--- src/rtl/cobs_frame_arbiter_if.sv ---
// cobs_frame_arbiter_if
//   Bundles the NUM_SRC AXI-Stream producer inputs and the single output
//   stream toward the COBS encoder.
//   slave  : arbiter side (consumes s_*, drives m_*)
//   master : environment side (drives s_* and m_tready)
//   s_tdata  NUM_SRC*DATA_WIDTH  source i at [i*DATA_WIDTH +: DATA_WIDTH]
//   s_tvalid/s_tlast/s_tready    one bit per source
//   m_tdata/m_tvalid/m_tlast/m_tid/m_tready  merged output stream
interface cobs_frame_arbiter_if #(
    parameter int NUM_SRC    = 4,
    parameter int DATA_WIDTH = 16
);
    localparam int TID_W = $clog2(NUM_SRC);

    logic [NUM_SRC*DATA_WIDTH-1:0] s_tdata;
    logic [NUM_SRC-1:0]            s_tvalid;
    logic [NUM_SRC-1:0]            s_tlast;
    logic [NUM_SRC-1:0]            s_tready;
    logic [DATA_WIDTH-1:0]         m_tdata;
    logic                          m_tvalid;
    logic                          m_tlast;
    logic [TID_W-1:0]              m_tid;
    logic                          m_tready;

    modport slave (
        input  s_tdata, s_tvalid, s_tlast, m_tready,
        output s_tready, m_tdata, m_tvalid, m_tlast, m_tid
    );

    modport master (
        output s_tdata, s_tvalid, s_tlast, m_tready,
        input  s_tready, m_tdata, m_tvalid, m_tlast, m_tid
    );
endinterface

--- src/rtl/cobs_frame_arbiter.sv ---
// cobs_frame_arbiter
//   Frame-granular round-robin arbiter feeding one COBS encoder input from
//   NUM_SRC AXI-Stream sources. A granted source keeps the output until its
//   tlast beat is accepted, or until MAX_FRAME_BEATS beats have passed, in
//   which case the frame is closed early and the source's trunc_err bit set.
//   Ports:
//     clk        clock
//     rst        asynchronous active-low reset
//     bus        cobs_frame_arbiter_if.slave (sources in, encoder stream out)
//     trunc_err  sticky per-source truncation flags
//     trunc_clr  clears trunc_err (a truncation in the same cycle still sets)
//
//   state | meaning
//   IDLE  | no owner; pick next requester after last_grant (1-cycle bubble)
//   GRANT | grant owns the output until its frame-ending beat is accepted
module cobs_frame_arbiter #(
    parameter int NUM_SRC         = 4,
    parameter int DATA_WIDTH      = 16,
    parameter int MAX_FRAME_BEATS = 64
) (
    input  logic                  clk,
    input  logic                  rst,
    cobs_frame_arbiter_if.slave   bus,
    output logic [NUM_SRC-1:0]    trunc_err,
    input  logic                  trunc_clr
);
    localparam int TID_W = $clog2(NUM_SRC);
    localparam int CNT_W = $clog2(MAX_FRAME_BEATS + 1);
    localparam logic [CNT_W-1:0] CNT_LAST = CNT_W'(MAX_FRAME_BEATS - 1);

    typedef enum logic {IDLE, GRANT} state_t;

    state_t                state;
    logic [TID_W-1:0]      grant;
    logic [TID_W-1:0]      last_grant;
    logic [TID_W-1:0]      pick;
    logic [TID_W-1:0]      rr_idx;
    logic                  found;
    logic [CNT_W-1:0]      beat_cnt;
    logic                  out_free;
    logic                  accept;
    logic                  end_beat;
    logic                  sel_valid;
    logic                  sel_last;
    logic [DATA_WIDTH-1:0] sel_data;

    // Walk candidates from farthest to nearest so the nearest requester
    // after last_grant is the one left standing.
    always_comb begin
        found  = 1'b0;
        pick   = '0;
        rr_idx = '0;
        for (int i = NUM_SRC; i >= 1; i--) begin
            rr_idx = TID_W'((int'(last_grant) + i) % NUM_SRC);
            if (bus.s_tvalid[rr_idx]) begin
                found = 1'b1;
                pick  = rr_idx;
            end
        end
    end

    always_comb begin
        sel_valid = 1'b0;
        sel_last  = 1'b0;
        sel_data  = '0;
        for (int i = 0; i < NUM_SRC; i++) begin
            if (grant == TID_W'(i)) begin
                sel_valid = bus.s_tvalid[i];
                sel_last  = bus.s_tlast[i];
                sel_data  = bus.s_tdata[i*DATA_WIDTH +: DATA_WIDTH];
            end
        end
    end

    // Output register can take a beat when empty or draining this cycle.
    assign out_free = !bus.m_tvalid || bus.m_tready;
    assign accept   = (state == GRANT) && sel_valid && out_free;
    assign end_beat = sel_last || (beat_cnt == CNT_LAST);

    always_comb begin
        bus.s_tready = '0;
        if (state == GRANT) begin
            bus.s_tready[grant] = out_free;
        end
    end

    always_ff @(posedge clk or negedge rst) begin
        if (!rst) begin
            state        <= IDLE;
            grant        <= '0;
            last_grant   <= TID_W'(NUM_SRC - 1);
            beat_cnt     <= '0;
            trunc_err    <= '0;
            bus.m_tdata  <= '0;
            bus.m_tvalid <= 1'b0;
            bus.m_tlast  <= 1'b0;
            bus.m_tid    <= '0;
        end else begin
            if (trunc_clr) begin
                trunc_err <= '0;
            end

            if (accept) begin
                bus.m_tdata  <= sel_data;
                bus.m_tid    <= grant;
                bus.m_tvalid <= 1'b1;
                bus.m_tlast  <= end_beat;
            end else if (bus.m_tready) begin
                bus.m_tvalid <= 1'b0;
            end

            case (state)
                IDLE: begin
                    if (found) begin
                        grant <= pick;
                        state <= GRANT;
                    end
                end
                GRANT: begin
                    if (accept) begin
                        if (end_beat) begin
                            beat_cnt   <= '0;
                            last_grant <= grant;
                            state      <= IDLE;
                            // Later assignment overrides the clear above.
                            if (!sel_last) begin
                                trunc_err[grant] <= 1'b1;
                            end
                        end else begin
                            beat_cnt <= beat_cnt + CNT_W'(1);
                        end
                    end
                end
                default: state <= IDLE;
            endcase
        end
    end
endmodule

--- src/flat_wrapper.sv ---
// flat-port wrapper written by rule: the top's interface ports become plain ports
module cobs_frame_arbiter_flat 
#(
    parameter int NUM_SRC         = 4,
    parameter int DATA_WIDTH      = 16,
    parameter int MAX_FRAME_BEATS = 64
)
  (clk, rst, trunc_err, trunc_clr, bus_s_tdata, bus_s_tvalid, bus_s_tlast, bus_m_tready, bus_s_tready, bus_m_tdata, bus_m_tvalid, bus_m_tlast, bus_m_tid);
  cobs_frame_arbiter_if #(.NUM_SRC(NUM_SRC), .DATA_WIDTH(DATA_WIDTH)) bus_i ();
  input  logic clk;
  input  logic rst;
  output logic [NUM_SRC-1:0] trunc_err;
  input  logic trunc_clr;
  input wire logic [$bits(bus_i.s_tdata)-1:0] bus_s_tdata;
  input wire logic [$bits(bus_i.s_tvalid)-1:0] bus_s_tvalid;
  input wire logic [$bits(bus_i.s_tlast)-1:0] bus_s_tlast;
  input wire logic [$bits(bus_i.m_tready)-1:0] bus_m_tready;
  output wire logic [$bits(bus_i.s_tready)-1:0] bus_s_tready;
  output wire logic [$bits(bus_i.m_tdata)-1:0] bus_m_tdata;
  output wire logic [$bits(bus_i.m_tvalid)-1:0] bus_m_tvalid;
  output wire logic [$bits(bus_i.m_tlast)-1:0] bus_m_tlast;
  output wire logic [$bits(bus_i.m_tid)-1:0] bus_m_tid;
  assign bus_i.s_tdata = bus_s_tdata;
  assign bus_i.s_tvalid = bus_s_tvalid;
  assign bus_i.s_tlast = bus_s_tlast;
  assign bus_i.m_tready = bus_m_tready;
  assign bus_s_tready = bus_i.s_tready;
  assign bus_m_tdata = bus_i.m_tdata;
  assign bus_m_tvalid = bus_i.m_tvalid;
  assign bus_m_tlast = bus_i.m_tlast;
  assign bus_m_tid = bus_i.m_tid;
  cobs_frame_arbiter #(.NUM_SRC(NUM_SRC), .DATA_WIDTH(DATA_WIDTH), .MAX_FRAME_BEATS(MAX_FRAME_BEATS)) u_core (.clk(clk), .rst(rst), .bus(bus_i), .trunc_err(trunc_err), .trunc_clr(trunc_clr));
endmodule
--- config.mk ---
export PLATFORM = sky130hd
export DESIGN_NAME = cobs_frame_arbiter_flat
export DESIGN_NICKNAME = d
export VERILOG_FILES = /design/src/rtl/cobs_frame_arbiter_if.sv /design/src/rtl/cobs_frame_arbiter.sv /design/src/flat_wrapper.sv
export SDC_FILE = /design/constraint.sdc
export NUM_CORES = 1
export LEC_CHECK = 0
export CORE_MARGIN = 5
export CORE_UTILIZATION = 40
export DETAILED_ROUTE_END_ITERATION = 16
export GPL_ROUTABILITY_DRIVEN = 0
export HOLD_SLACK_MARGIN = 0.03
export PLACE_DENSITY = 0.77
export SYNTH_ARGS = -nofsm -noshare
export SYNTH_HDL_FRONTEND = slang
export SYNTH_SLANG_ARGS = --single-unit
--- constraint.sdc ---
create_clock -name clk -period 2.3 [get_ports clk]
set_input_delay 0.46 -clock clk [delete_from_list [all_inputs] [get_ports clk]]
set_output_delay 0.46 -clock clk [all_outputs]
set_load 0.03 [all_outputs]
==> results of run 1 <==
metrics by stage:
| step | total power [mW] | hold WS (ns) | worst slack, ns |
|---|---|---|---|
| final | 3.93 | 0.268 | 0.149 |
| after global routing | 4.17 | 0.344 | 0.105 |
| after CTS | 3.98 | 0.291 | 0.155 |
| after detailed placement | 3.50 | 0.484 | 0.0461 |
| after global placement | 3.44 | 0.473 | 0.0792 |
| after floorplan | 2.61 | 0.164 | 0.361 |
layout by cell type, fill, tap and decap left out, types with 3 or more instances in the layout:
cell type                         netlist  routed
sky130_fd_sc_hd__a21oi_1                4       4
sky130_fd_sc_hd__buf_4                  2      20
sky130_fd_sc_hd__clkbuf_8               0       6
sky130_fd_sc_hd__clkdlybuf4s50_1        0      98
sky130_fd_sc_hd__dfrtp_1               34      34
sky130_fd_sc_hd__inv_1                  8       8
sky130_fd_sc_hd__mux2_2                19      19
sky130_fd_sc_hd__mux4_2                18      18
sky130_fd_sc_hd__nand2_1               12      12
sky130_fd_sc_hd__nor2_1                 7       7
sky130_fd_sc_hd__o21ai_0               12      12
sky130_fd_sc_hd__o22ai_1                3       3
cells by family (layout without fill, tap and decap cells):
logic type	after synthesis	in the layout	synth area share (%)
flip-flops	36	36	43.3
AO/OA/AOI/OAI	33	33	11.1
buffers and inverters	19	136	4.98
multiplexers	40	40	31.2
AND/OR/NAND/NOR	34	34	8.87
adder cells (fa/ha/maj)	1	1	0.599
metal layers:
layer	wire (um)	global-route usage (%)
met1	2230	21.1
met2	3140	32.9
met3	521	5.53
met4	44	3.49
met5	0	0
registers in the layout, summed over array words and instances, names as in the netlist:
signal / cells
u_core.grant: 2
u_core.last_grant: 2
u_core.trunc_err: 4
u_core.bus.m_tid: 2
u_core.bus.m_tlast: 1
u_core.state: 1
u_core.beat_cnt: 7
u_core.bus.m_tdata: 16
u_core.bus.m_tvalid: 1
worst paths after layout:
check                                    from                     end  slack, ns  depth (start not counted)
max                              bus_m_tready         bus_s_tready[0]       0.15                          5
min                                       rst     u_core.bus.m_tid[1]       0.27                          1
max reg2reg                   u_core.grant[0]      u_core.beat_cnt[2]       0.43                          6
min reg2reg                u_core.beat_cnt[6]      u_core.beat_cnt[6]       0.50                          1
max in group asynchronous                 rst  u_core.bus.m_tdata[14]       1.53                          1
min in group clk           u_core.beat_cnt[6]      u_core.beat_cnt[6]       0.50                          1
critical path, delay by kind of cell:
family | cells | cell delay [ns]
buffers and inverters | 2 | 0.64
and+or+nand+nor | 3 | 0.59
area by class of cell:
| class | count | area (sq um) | area share [%] |
|---|---|---|---|
| repair buffers | 120 | 1160 | 34.5 |
| multi-input cells | 108 | 1080 | 32.3 |
| flip-flops and latches | 36 | 903 | 27.0 |
| clock buffers | 8 | 90.1 | 2.69 |
| well taps | 70 | 87.6 | 2.62 |
| inverters | 8 | 30.0 | 0.897 |
report_power, final:
group / switching (mW) / internal, mW / total, mW
registers: 0.188 / 0.905 / 1.09
logic: 1.15 / 1.23 / 2.38
clock network: 0.212 / 0.244 / 0.456
total: 1.55 / 2.37 / 3.93
==> key figures, run 1 <==
Outcome
  – Result of the run: complete, no violations

Routing
  – Final routed wire length divided by cell count: about 17 um
  – Total wire length: 5940 um
  – Routed vias/inst: 5.21
  – Total number of vias: around 1800
  – Residual DRC count: 0
  – Iter 0 DRT Violations: between 50 and 60
  – Post-detailed-route count of antenna-violating nets: 0
  – Number of search-and-repair iterations in the first detailed-routing pass: 4

Placement
  – Placed wire-length estimate after detailed placement: ~4900 um
  – Post-Place Cell Area: around 3300 sq um
  – Count of input and output buffers: approximately 100
  – Number of instances in the placed design: 342

GRT
  – Number of antenna violations at the first check in global routing: 0
  – Vias in the first global route: a little under 2000
  – Total congestion overflow: 0
  – Overall fraction of global-route tracks in use: 18.1%
  – Wire length of the first global-routing pass: between 9000 and 10000 um
  – Pin count of the biggest net entering global routing: 37

Clock network
  – H-tree levels: 2
  – Buffers inserted by post-CTS timing repair: 0
  – Clock Tree Root: sky130_fd_sc_hd__clkbuf_8
  – Inserted Clock Buffers: 5
  – Source-to-sink clock delay at the later pin of the worst-skew pair: about 0.28 ns
  – Post-CTS Hold Buffers: 0
  – TritonCTS clock tree: done
  – Clock sink total: 36
  – Count of cells resized by post-cts repair: 0
  – Longest Clk Path Bufs: 2
  – Clock input transition at the sequential cells of the worst setup and hold paths: roughly 0.070 ns

Final layout
  – Final net count: 356
  – Final core utilization: 66.0%
  – Fraction of final layout cells with drive strength greater than 1: around a quarter
  – Cell area after layout: between 3000 and 4000 sq um
  – Fillers: between 400 and 500
  – Ant diodes: 0
  – Area added between synthesis and finish: 60.4%
  – Fin cells: between 300 and 400

STA
  – Timing-limited maximum frequency: approximately 460 MHz
  – Largest clock skew in the final design: 0.00427 ns
  – Worst slew margin relative to its limit: between 40 and 50%
  – Period utilization: 93.5%
  – Setup TNS: 0 ns
  – RSZ-0062 raised after global routing: false
  – Final-report max-slew violation count: 0
  – Setup violations, final: 0
  – Number of endpoints with negative hold slack in the final report: 0
  – Worst Tran Pin Value: between 0.8 and 0.9 ns
  – Period minus WS final: between 2 and 2.5 ns

Logic synthesis
  – Share of the yosys chip area belonging to registers: a little over two fifths
  – Cell type with the largest total area after synthesis: sky130_fd_sc_hd__dfrtp_1
  – Prevailing post-synth register cell: sky130_fd_sc_hd__dfrtp_1
  – Count of different cell masters after synthesis: 39
  – Share of Yosys cell area claimed by the top area cell type: between 40% and 50%
  – Syn_area_per_cell: around 13 sq um
  – Number of enable flip-flop cells after synthesis: 0
  – Share of flip-flops with an asynchronous set or reset: 100%
  – Total nets after synthesis: 240
  – Synth cell count leaders: 34 x sky130_fd_sc_hd__dfrtp_1, 19 x sky130_fd_sc_hd__mux2_2, 18 x sky130_fd_sc_hd__mux4_2, 12 x sky130_fd_sc_hd__nand2_1, 12 x sky130_fd_sc_hd__o21ai_0
  – Post-Synthesis Cell Area: 2090 sq um
  – Number of warnings issued by yosys: 0
  – Cell with the most instances after synthesis: sky130_fd_sc_hd__dfrtp_1
  – Synth Instances: roughly 160
  – Number of synthesized register bits: 36
  – Largest cells by area after synthesis: sky130_fd_sc_hd__dfrtp_1 41%, sky130_fd_sc_hd__mux4_2 19%, sky130_fd_sc_hd__mux2_2 10%

Floorplanning
  – Row count: 26
  – Area of the core: 5070 sq um
  – Vert. Die Dim: 82.2 um
  – Die area: 6760 sq um
  – I/O pin cnt: ~100
  – Width of the die: just over 80 um
  – Initial cell density of the core: between 40% and 50%

Worst setup path
  – Crit path capture type: primary output
  – Critical path class: input port to primary output
  – Slowest stage cell on the critical path: sky130_fd_sc_hd__clkdlybuf4s50_1
  – Largest fanout of any net on the critical path: 5
  – Data required time of the worst path: about 1.8 ns
  – Arrival time of the worst setup path: around 1.7 ns
  – Category of the worst setup path launch point: input port
  – Critical path, cell by cell: clkdlybuf4s50_1 > nand2b_1 > nand2_1 > nor3_1 > buf_4
  – Peak per-stage delay on the critical path: about 0.45 ns

Pwr
  – Worst IR Drop VDD: 562 uV
  – Leakage: 1.36 nW
  – Power density over cell area: roughly 1200 nW/um^2

Worst hold path
  – Worst hold path class: input port to asynchronous set/reset pin

Job
  – Number of violations of the max-capacitance limit: 0
No activity file was read; power rests on OpenSTA's default activity.
==> run 2: changes to the inputs <==
--- a/config.mk
+++ b/config.mk
@@ -7,10 +7,11 @@
 export LEC_CHECK = 0
 export CORE_MARGIN = 5
 export CORE_UTILIZATION = 40
+export CTS_CLUSTER_SIZE = 28
 export DETAILED_ROUTE_END_ITERATION = 16
 export GPL_ROUTABILITY_DRIVEN = 0
 export HOLD_SLACK_MARGIN = 0.03
-export PLACE_DENSITY = 0.77
+export PLACE_DENSITY = 0.86
 export SYNTH_ARGS = -nofsm -noshare
 export SYNTH_HDL_FRONTEND = slang
 export SYNTH_SLANG_ARGS = --single-unit
==> constraint.sdc (replaced) <==
create_clock -name clk -period 2.41 [get_ports clk]
set_input_delay 0.482 -clock clk [delete_from_list [all_inputs] [get_ports clk]]
set_output_delay 0.482 -clock clk [all_outputs]
set_load 0.03 [all_outputs]
==> run 2 against run 1 <==
  * Clock power shrank 4%
  * Via count is 2.0% lower
  * Core utilization fell by 0.74 points
  * Routed wire length is 1.1% lower
  * Hold slack gained 0.0011 ns
  * Sequential power decreased by 5%
  * Cell area shrank 1.1%
  * Critical endpoint unchanged
==> key figures, run 2 (synthesis results as in run 1) <==
Routing
  – Post-detailed-route count of antenna-violating nets: 0 (unchanged)
  – Residual DRC count: 0 (unchanged)
  – Final routed wire length divided by cell count: 17.1 um (+0.89%)
  – Number of search-and-repair iterations in the first detailed-routing pass: 4 (unchanged)
  – Total number of vias: 1788 (-2.0%)
  – Iter 0 DRT Violations: 87 (+58%)
  – Routed vias/inst: 5.21 (about the same)
  – Total wire length: 5870 um (-1.1%)

Final layout
  – Largest register FFs: 16 (unchanged)
  – Ant diodes: 0 (unchanged)
  – Leading cell types in the layout, fill and taps excluded: 98 x sky130_fd_sc_hd__clkdlybuf4s50_1, 34 x sky130_fd_sc_hd__dfrtp_1, 19 x sky130_fd_sc_hd__mux2_2
  – Leading cell type in the layout, fill and taps excluded: sky130_fd_sc_hd__clkdlybuf4s50_1
  – Fraction of final layout cells with drive strength greater than 1: 24.5% (-1.2 points)
  – Biggest registers after layout: u_core.bus.m_tdata (16), u_core.beat_cnt (7), u_core.trunc_err (4)
  – Area added between synthesis and finish: 58.6%
  – Final net count: 349 (-2.0%)
  – Final core utilization: 65.2% (-0.74 points)
  – Largest register by flop count: u_core.bus.m_tdata

Floorplanning
  – Area of the core: 5070 sq um (unchanged)
  – Die area: 6760 sq um (unchanged)
  – Width of the die: 82.2 um (unchanged)
  – Vert. Die Dim: 82.2 um (unchanged)
  – Initial cell density of the core: 41.1% (unchanged)
  – Row count: 26 (unchanged)
  – I/O pin cnt: 104 (unchanged)

Clock network
  – Source-to-sink clock delay at the later pin of the worst-skew pair: 0.29 ns (about the same)
  – Count of cells resized by post-cts repair: 0 (unchanged)
  – Post-CTS Hold Buffers: 0 (unchanged)
  – Longest Clk Path Bufs: 2 (unchanged)
  – Clock input transition at the sequential cells of the worst setup and hold paths: 0.07 ns (about the same)
  – Clock Tree Root: sky130_fd_sc_hd__clkbuf_8
  – Buffers inserted by post-CTS timing repair: 0 (unchanged)
  – H-tree levels: 2 (unchanged)
  – Inserted Clock Buffers: 5 (unchanged)
  – TritonCTS clock tree: done
  – Clock sink total: 36 (unchanged)

STA
  – Final-report max-slew violation count: 0 (unchanged)
  – Number of endpoints with negative hold slack in the final report: 0 (unchanged)
  – Period utilization: 90.9%
  – Setup violations, final: 0 (unchanged)
  – Worst slew margin relative to its limit: 48.0% (+1.6 points)
  – Timing-limited maximum frequency: approximately 460 MHz
  – Worst Tran Pin Value: 0.780 ns (-0.0241 ns)
  – Smallest setup slack after layout: 0.220 ns (+0.0712 ns)
  – Period minus WS final: ~2.2 ns
  – Largest clock skew in the final design: 0.00409 ns (-0.000173 ns)
  – Setup TNS: 0 ns (unchanged)
  – RSZ-0062 raised after global routing: false

GRT
  – Gr busiest metal: met2
  – GR Layer Usage met3: 5.10% (-0.43 points)
  – Wire length of the first global-routing pass: 9090 um (-2.0%)
  – Vias in the first global route: 1966 (-0.96%)
  – Number of antenna violations at the first check in global routing: 0 (unchanged)
  – Pin count of the biggest net entering global routing: 37 (unchanged)
  – Total congestion overflow: 0 (unchanged)
  – Met1 demand-to-capacity share in global routing: 21.1% (about the same)
  – Overall fraction of global-route tracks in use: 17.9% (-0.28 points)
  – Met2 Usage GRT: 30.0% (-2.9 points)

Pwr
  – Gate power share: 60.2% (-0.3 points)
  – Proportion of total power due to net switching: 39.9% (+0.34 points)
  – Worst IR Drop VDD: 757 uV (+35%)
  – Clock network fraction of total power: 11.8% (+0.2 points)
  – Sequential Power Share: 28.0% (+0.2 points)
  – Net Switching: 1.48 mW (-4.8%)
  – Leakage: 1.33 nW (-1.7%)
  – Power density over cell area: 1120 nW/um^2 (-4.5%)
  – Internal power of the cells: 2.23 mW (-6.1%)

Worst setup path
  – Slack of the worst reg-to-reg path: 0.49 ns (+0.06 ns)
  – Capture point of the worst path: bus_s_tready[0]
  – Critical path class: input port to primary output
  – Category of the worst setup path launch point: input port
  – Arrival time of the worst setup path: 1.71 ns (+0.02 ns)
  – Worst setup path startpoint: bus_m_tready
  – Crit path capture type: primary output
  – Depth of the most critical reg-to-reg path: 6 (unchanged)
  – Data required time of the worst path: 1.93 ns (+0.09 ns)
  – Largest fanout of any net on the critical path: 5 (unchanged)
  – Origin of the critical flop-to-flop path: u_core.grant[0]
  – Worst r2r dst: u_core.beat_cnt[2]

Placement
  – Worst slack at placement: 0.0961 ns (+0.0500 ns)
  – Placed wire-length estimate after detailed placement: 4760 um (-2.0%)
  – Count of input and output buffers: 103 (unchanged)

Job
  – Number of violations of the max-capacitance limit: 0 (unchanged)

Worst hold path
  – Worst hold path class: input port to asynchronous set/reset pin

Outcome
  – Result of the run: complete, no violations
## run 2: area by class of cell
cell class | instances | area (sq um)
inverter | 8 | 30.0
clock inverter | 2 | 10.0
tap | 70 | 87.6
timing repair buffer | 113 | 1120
fill | 422 | 1770
multi-input combinational | 108 | 1080
clock buffer | 6 | 82.6
sequential | 36 | 903
## run 2: routing by layer
metal	vias to the layer above	part of all wire [%]
met5	-	0
met4	0	2.0
met3	12	8.7
met2	75	51
met1	867	38
li1	834	-
## run 2: worst min-delay path by stage
| stage | start | end | slack, ns |
|---|---|---|---|
| after floorplan | rst | u_core.beat_cnt[0] | 0.19 |
| after global placement | u_core.beat_cnt[6] | u_core.beat_cnt[6] | 0.47 |
| after detailed placement | u_core.bus.m_tdata[0] | u_core.bus.m_tdata[0] | 0.49 |
| after CTS | rst | u_core.bus.m_tdata[1] | 0.30 |
| after global routing | rst | u_core.beat_cnt[0] | 0.35 |
| final | rst | u_core.bus.m_tlast | 0.27 |
## run 2: metrics by stage
stage	std cells	hold WS, ns	cell area [sq um]	total power [mW]
2_1_floorplan	163	0.186	2090	2.49
3_3_place_gp	335	0.470	3220	3.23
3_5_place_dp	335	0.493	3220	3.31
4_1_cts	343	0.300	3310	3.75
5_1_grt	343	0.349	3310	3.94
6_report	343	0.269	3310	3.71
## run 2: worst max-delay path, cell delays in order
cell                              delay [ns]
sky130_fd_sc_hd__clkdlybuf4s50_1        0.46
sky130_fd_sc_hd__nand2b_1               0.22
sky130_fd_sc_hd__nand2_1                0.18
sky130_fd_sc_hd__nor3_1                 0.18
sky130_fd_sc_hd__buf_4                  0.19
## run 2: power by group through the flow
stage	logic, mW	registers (mW)	clock network [mW]
after floorplan	1.15	1.34	0
after global placement	2.20	1.04	0
after detailed placement	2.26	1.05	0
after CTS	2.26	1.04	0.452
after global routing	2.38	1.07	0.483
final	2.23	1.04	0.439
==> run 3: changes to the inputs <==
--- a/config.mk
+++ b/config.mk
@@ -11,7 +11,7 @@
 export DETAILED_ROUTE_END_ITERATION = 16
 export GPL_ROUTABILITY_DRIVEN = 0
 export HOLD_SLACK_MARGIN = 0.03
-export PLACE_DENSITY = 0.86
+export PLACE_DENSITY = 0.8
 export SYNTH_ARGS = -nofsm -noshare
 export SYNTH_HDL_FRONTEND = slang
 export SYNTH_SLANG_ARGS = --single-unit
==> run 3 against run 2 <==
  * Clock skew increased by 0.0016 ns
  * Combinational power decreased by 2%
  * Non-clock buffer count decreased by 1
  * Cell area decreased by 1.1%
  * Die area unchanged
  * Power decreased by 1.5%
  * Global-route usage decreased by 1.0 points
  * Largest cell class unchanged
  * Clock power about the same
  * Sequential power about the same
  * Flip-flop and latch count unchanged
  * Critical path depth unchanged
  * Via count increased by 1.3%
==> key figures, run 3 (synthesis results as in run 1) <==
Final layout
  – Cell area after layout: 3270 sq um (-1.1%)
  – Largest register FFs: 16 (unchanged)
  – Area added between synthesis and finish: 56.9%
  – Fraction of final layout cells with drive strength greater than 1: 23.5% (-1.0 points)
  – Final core utilization: 64.5% (-0.69 points)
  – Final net count: 348 (-0.29%)
  – Leading cell types in the layout, fill and taps excluded: 98 x sky130_fd_sc_hd__clkdlybuf4s50_1, 34 x sky130_fd_sc_hd__dfrtp_1, 19 x sky130_fd_sc_hd__mux2_2
  – Biggest registers after layout: u_core.bus.m_tdata (16), u_core.beat_cnt (7), u_core.trunc_err (4)
  – Largest register by flop count: u_core.bus.m_tdata
  – Ant diodes: 0 (unchanged)
  – Leading cell type in the layout, fill and taps excluded: sky130_fd_sc_hd__clkdlybuf4s50_1

STA
  – Timing-limited maximum frequency: 447 MHz (-2.0%)
  – Worst Tran Pin Value: 0.788 ns (+0.00838 ns)
  – RSZ-0062 raised after global routing: false
  – Period utilization: 92.7% (+1.9 points)
  – Setup TNS: 0 ns (unchanged)
  – Largest clock skew in the final design: 0.00566 ns (+0.00156 ns)
  – Period minus WS final: 2.24 ns (+0.0453 ns)
  – Number of endpoints with negative hold slack in the final report: 0 (unchanged)
  – Worst slew margin relative to its limit: 47.4% (-0.56 points)
  – Final-report max-slew violation count: 0 (unchanged)
  – Setup violations, final: 0 (unchanged)

GRT
  – Met2 Usage GRT: 27.8% (-2.2 points)
  – Gr busiest metal: met2
  – Overall fraction of global-route tracks in use: 16.8% (-1.0 points)
  – Met1 demand-to-capacity share in global routing: 21.7% (+0.61 points)
  – Wire length of the first global-routing pass: 8530 um (-6.2%)
  – Number of antenna violations at the first check in global routing: 0 (unchanged)
  – Pin count of the biggest net entering global routing: 37 (unchanged)
  – Total congestion overflow: 0 (unchanged)
  – GR Layer Usage met3: 5.64% (+0.54 points)
  – Vias in the first global route: 1724 (-12%)

Clock network
  – Count of cells resized by post-cts repair: 0 (unchanged)
  – Longest Clk Path Bufs: 2 (unchanged)
  – Post-CTS Hold Buffers: 0 (unchanged)
  – Clock Tree Root: sky130_fd_sc_hd__clkbuf_8
  – Clock sink total: 36 (unchanged)
  – TritonCTS clock tree: done
  – Clock input transition at the sequential cells of the worst setup and hold paths: 0.07 ns (about the same)
  – H-tree levels: 2 (unchanged)
  – Inserted Clock Buffers: 5 (unchanged)
  – Buffers inserted by post-CTS timing repair: 0 (unchanged)
  – Source-to-sink clock delay at the later pin of the worst-skew pair: 0.29 ns (about the same)

Worst setup path
  – Crit path capture type: primary output
  – Peak per-stage delay on the critical path: 0.45 ns (about the same)
  – Slowest stage cell on the critical path: sky130_fd_sc_hd__clkdlybuf4s50_1
  – Category of the worst setup path launch point: input port
  – Critical path, cell by cell: clkdlybuf4s50_1 > nand2b_1 > nand2_1 > nor3_1 > buf_4
  – Buf+Inv Stages, Crit Path: 2 (unchanged)
  – Top cell family by delay on the critical path: buffers and inverters
  – Arrival time of the worst setup path: 1.75 ns (+0.04 ns)
  – Largest fanout of any net on the critical path: 5 (unchanged)
  – Data required time of the worst path: 1.93 ns (about the same)
  – Critical path class: input port to primary output

Pwr
  – Leakage: 1.31 nW (-1.6%)
  – Proportion of total power due to net switching: 39.8% (-0.079 points)
  – Sequential Power Share: 28.3% (+0.3 points)
  – Worst IR Drop VDD: 611 uV (-19%)
  – Gate power share: 59.7% (-0.5 points)
  – Power density over cell area: 1120 nW/um^2 (-0.43%)
  – Net Switching: 1.45 mW (-1.7%)
  – Clock network fraction of total power: 12.1% (+0.3 points)
  – Internal power of the cells: 2.20 mW (-1.4%)

Placement
  – Placed wire-length estimate after detailed placement: 4500 um (-5.4%)
  – Post-Place Cell Area: 3180 sq um (-1.0%)
  – Count of input and output buffers: 103 (unchanged)

Routing
  – Number of search-and-repair iterations in the first detailed-routing pass: 4 (unchanged)
  – Final routed wire length divided by cell count: 16.8 um (-2.0%)
  – Post-detailed-route count of antenna-violating nets: 0 (unchanged)
  – Total wire length: 5740 um (-2.2%)
  – Iter 0 DRT Violations: 108 (+24%)
  – Routed vias/inst: 5.30 (+1.6%)
  – Residual DRC count: 0 (unchanged)
  – Total number of vias: 1812 (+1.3%)

Floorplanning
  – Row count: 26 (unchanged)
  – Vert. Die Dim: 82.2 um (unchanged)
  – Initial cell density of the core: 41.1% (unchanged)
  – Die area: 6760 sq um (unchanged)
  – Width of the die: 82.2 um (unchanged)
  – I/O pin cnt: 104 (unchanged)
  – Area of the core: 5070 sq um (unchanged)

Worst hold path
  – Worst hold path class: input port to asynchronous set/reset pin

Job
  – Number of violations of the max-capacitance limit: 0 (unchanged)

Outcome
  – Result of the run: complete, no violations
-- run 3: final cells by class --
class,instances,area [sq um]
Inverter,8,30.0
Sequential cell,36,903
Timing Repair Buffer,112,1080
Tap cell,70,87.6
Fill cell,433,1800
Multi-Input combinational cell,108,1080
Clock buffer,8,90.1
-- run 3: metal layers --
metal  vias up  part of all wire, %
met5         -                    0
met2        73                   51
met3         7                  9.9
li1        839                    -
met1       893                   38
met4         0                 0.66
-- run 3: path summary, 6_finish.rpt --
kind	startpoint	end	slack (ns)	depth (start not counted)
setup / recovery	bus_m_tready	bus_s_tready[0]	0.17	5
hold / removal	rst	u_core.beat_cnt[2]	0.27	1
setup reg to reg	u_core.grant[1]	u_core.bus.m_tdata[2]	0.60	4
hold reg to reg	u_core.beat_cnt[6]	u_core.beat_cnt[6]	0.49	1
max in group asynchronous	rst	u_core.beat_cnt[1]	1.63	1
min in group clk	u_core.beat_cnt[6]	u_core.beat_cnt[6]	0.49	1
-- run 3: power by group through the flow --
| stage | Clock, mW | Combinational, mW | Sequential (mW) |
|---|---|---|---|
| final | 0.440 | 2.18 | 1.03 |
| after global routing | 0.483 | 2.33 | 1.07 |
| after CTS | 0.456 | 2.22 | 1.03 |
| after detailed placement | 0 | 2.21 | 1.04 |
| after global placement | 0 | 2.17 | 1.04 |
| after floorplan | 0 | 1.15 | 1.34 |
-- run 3: through the flow --
step                worst slack (ns)  hold slack (ns)  instances  power [mW]
floorplan                      0.449            0.186        163        2.49
global placement              0.0912            0.478        334        3.21
detailed placement            0.0670            0.476        334        3.25
CTS                            0.178            0.306        342        3.70
global route                  0.0717            0.341        342        3.89
finish                         0.175            0.273        342        3.65
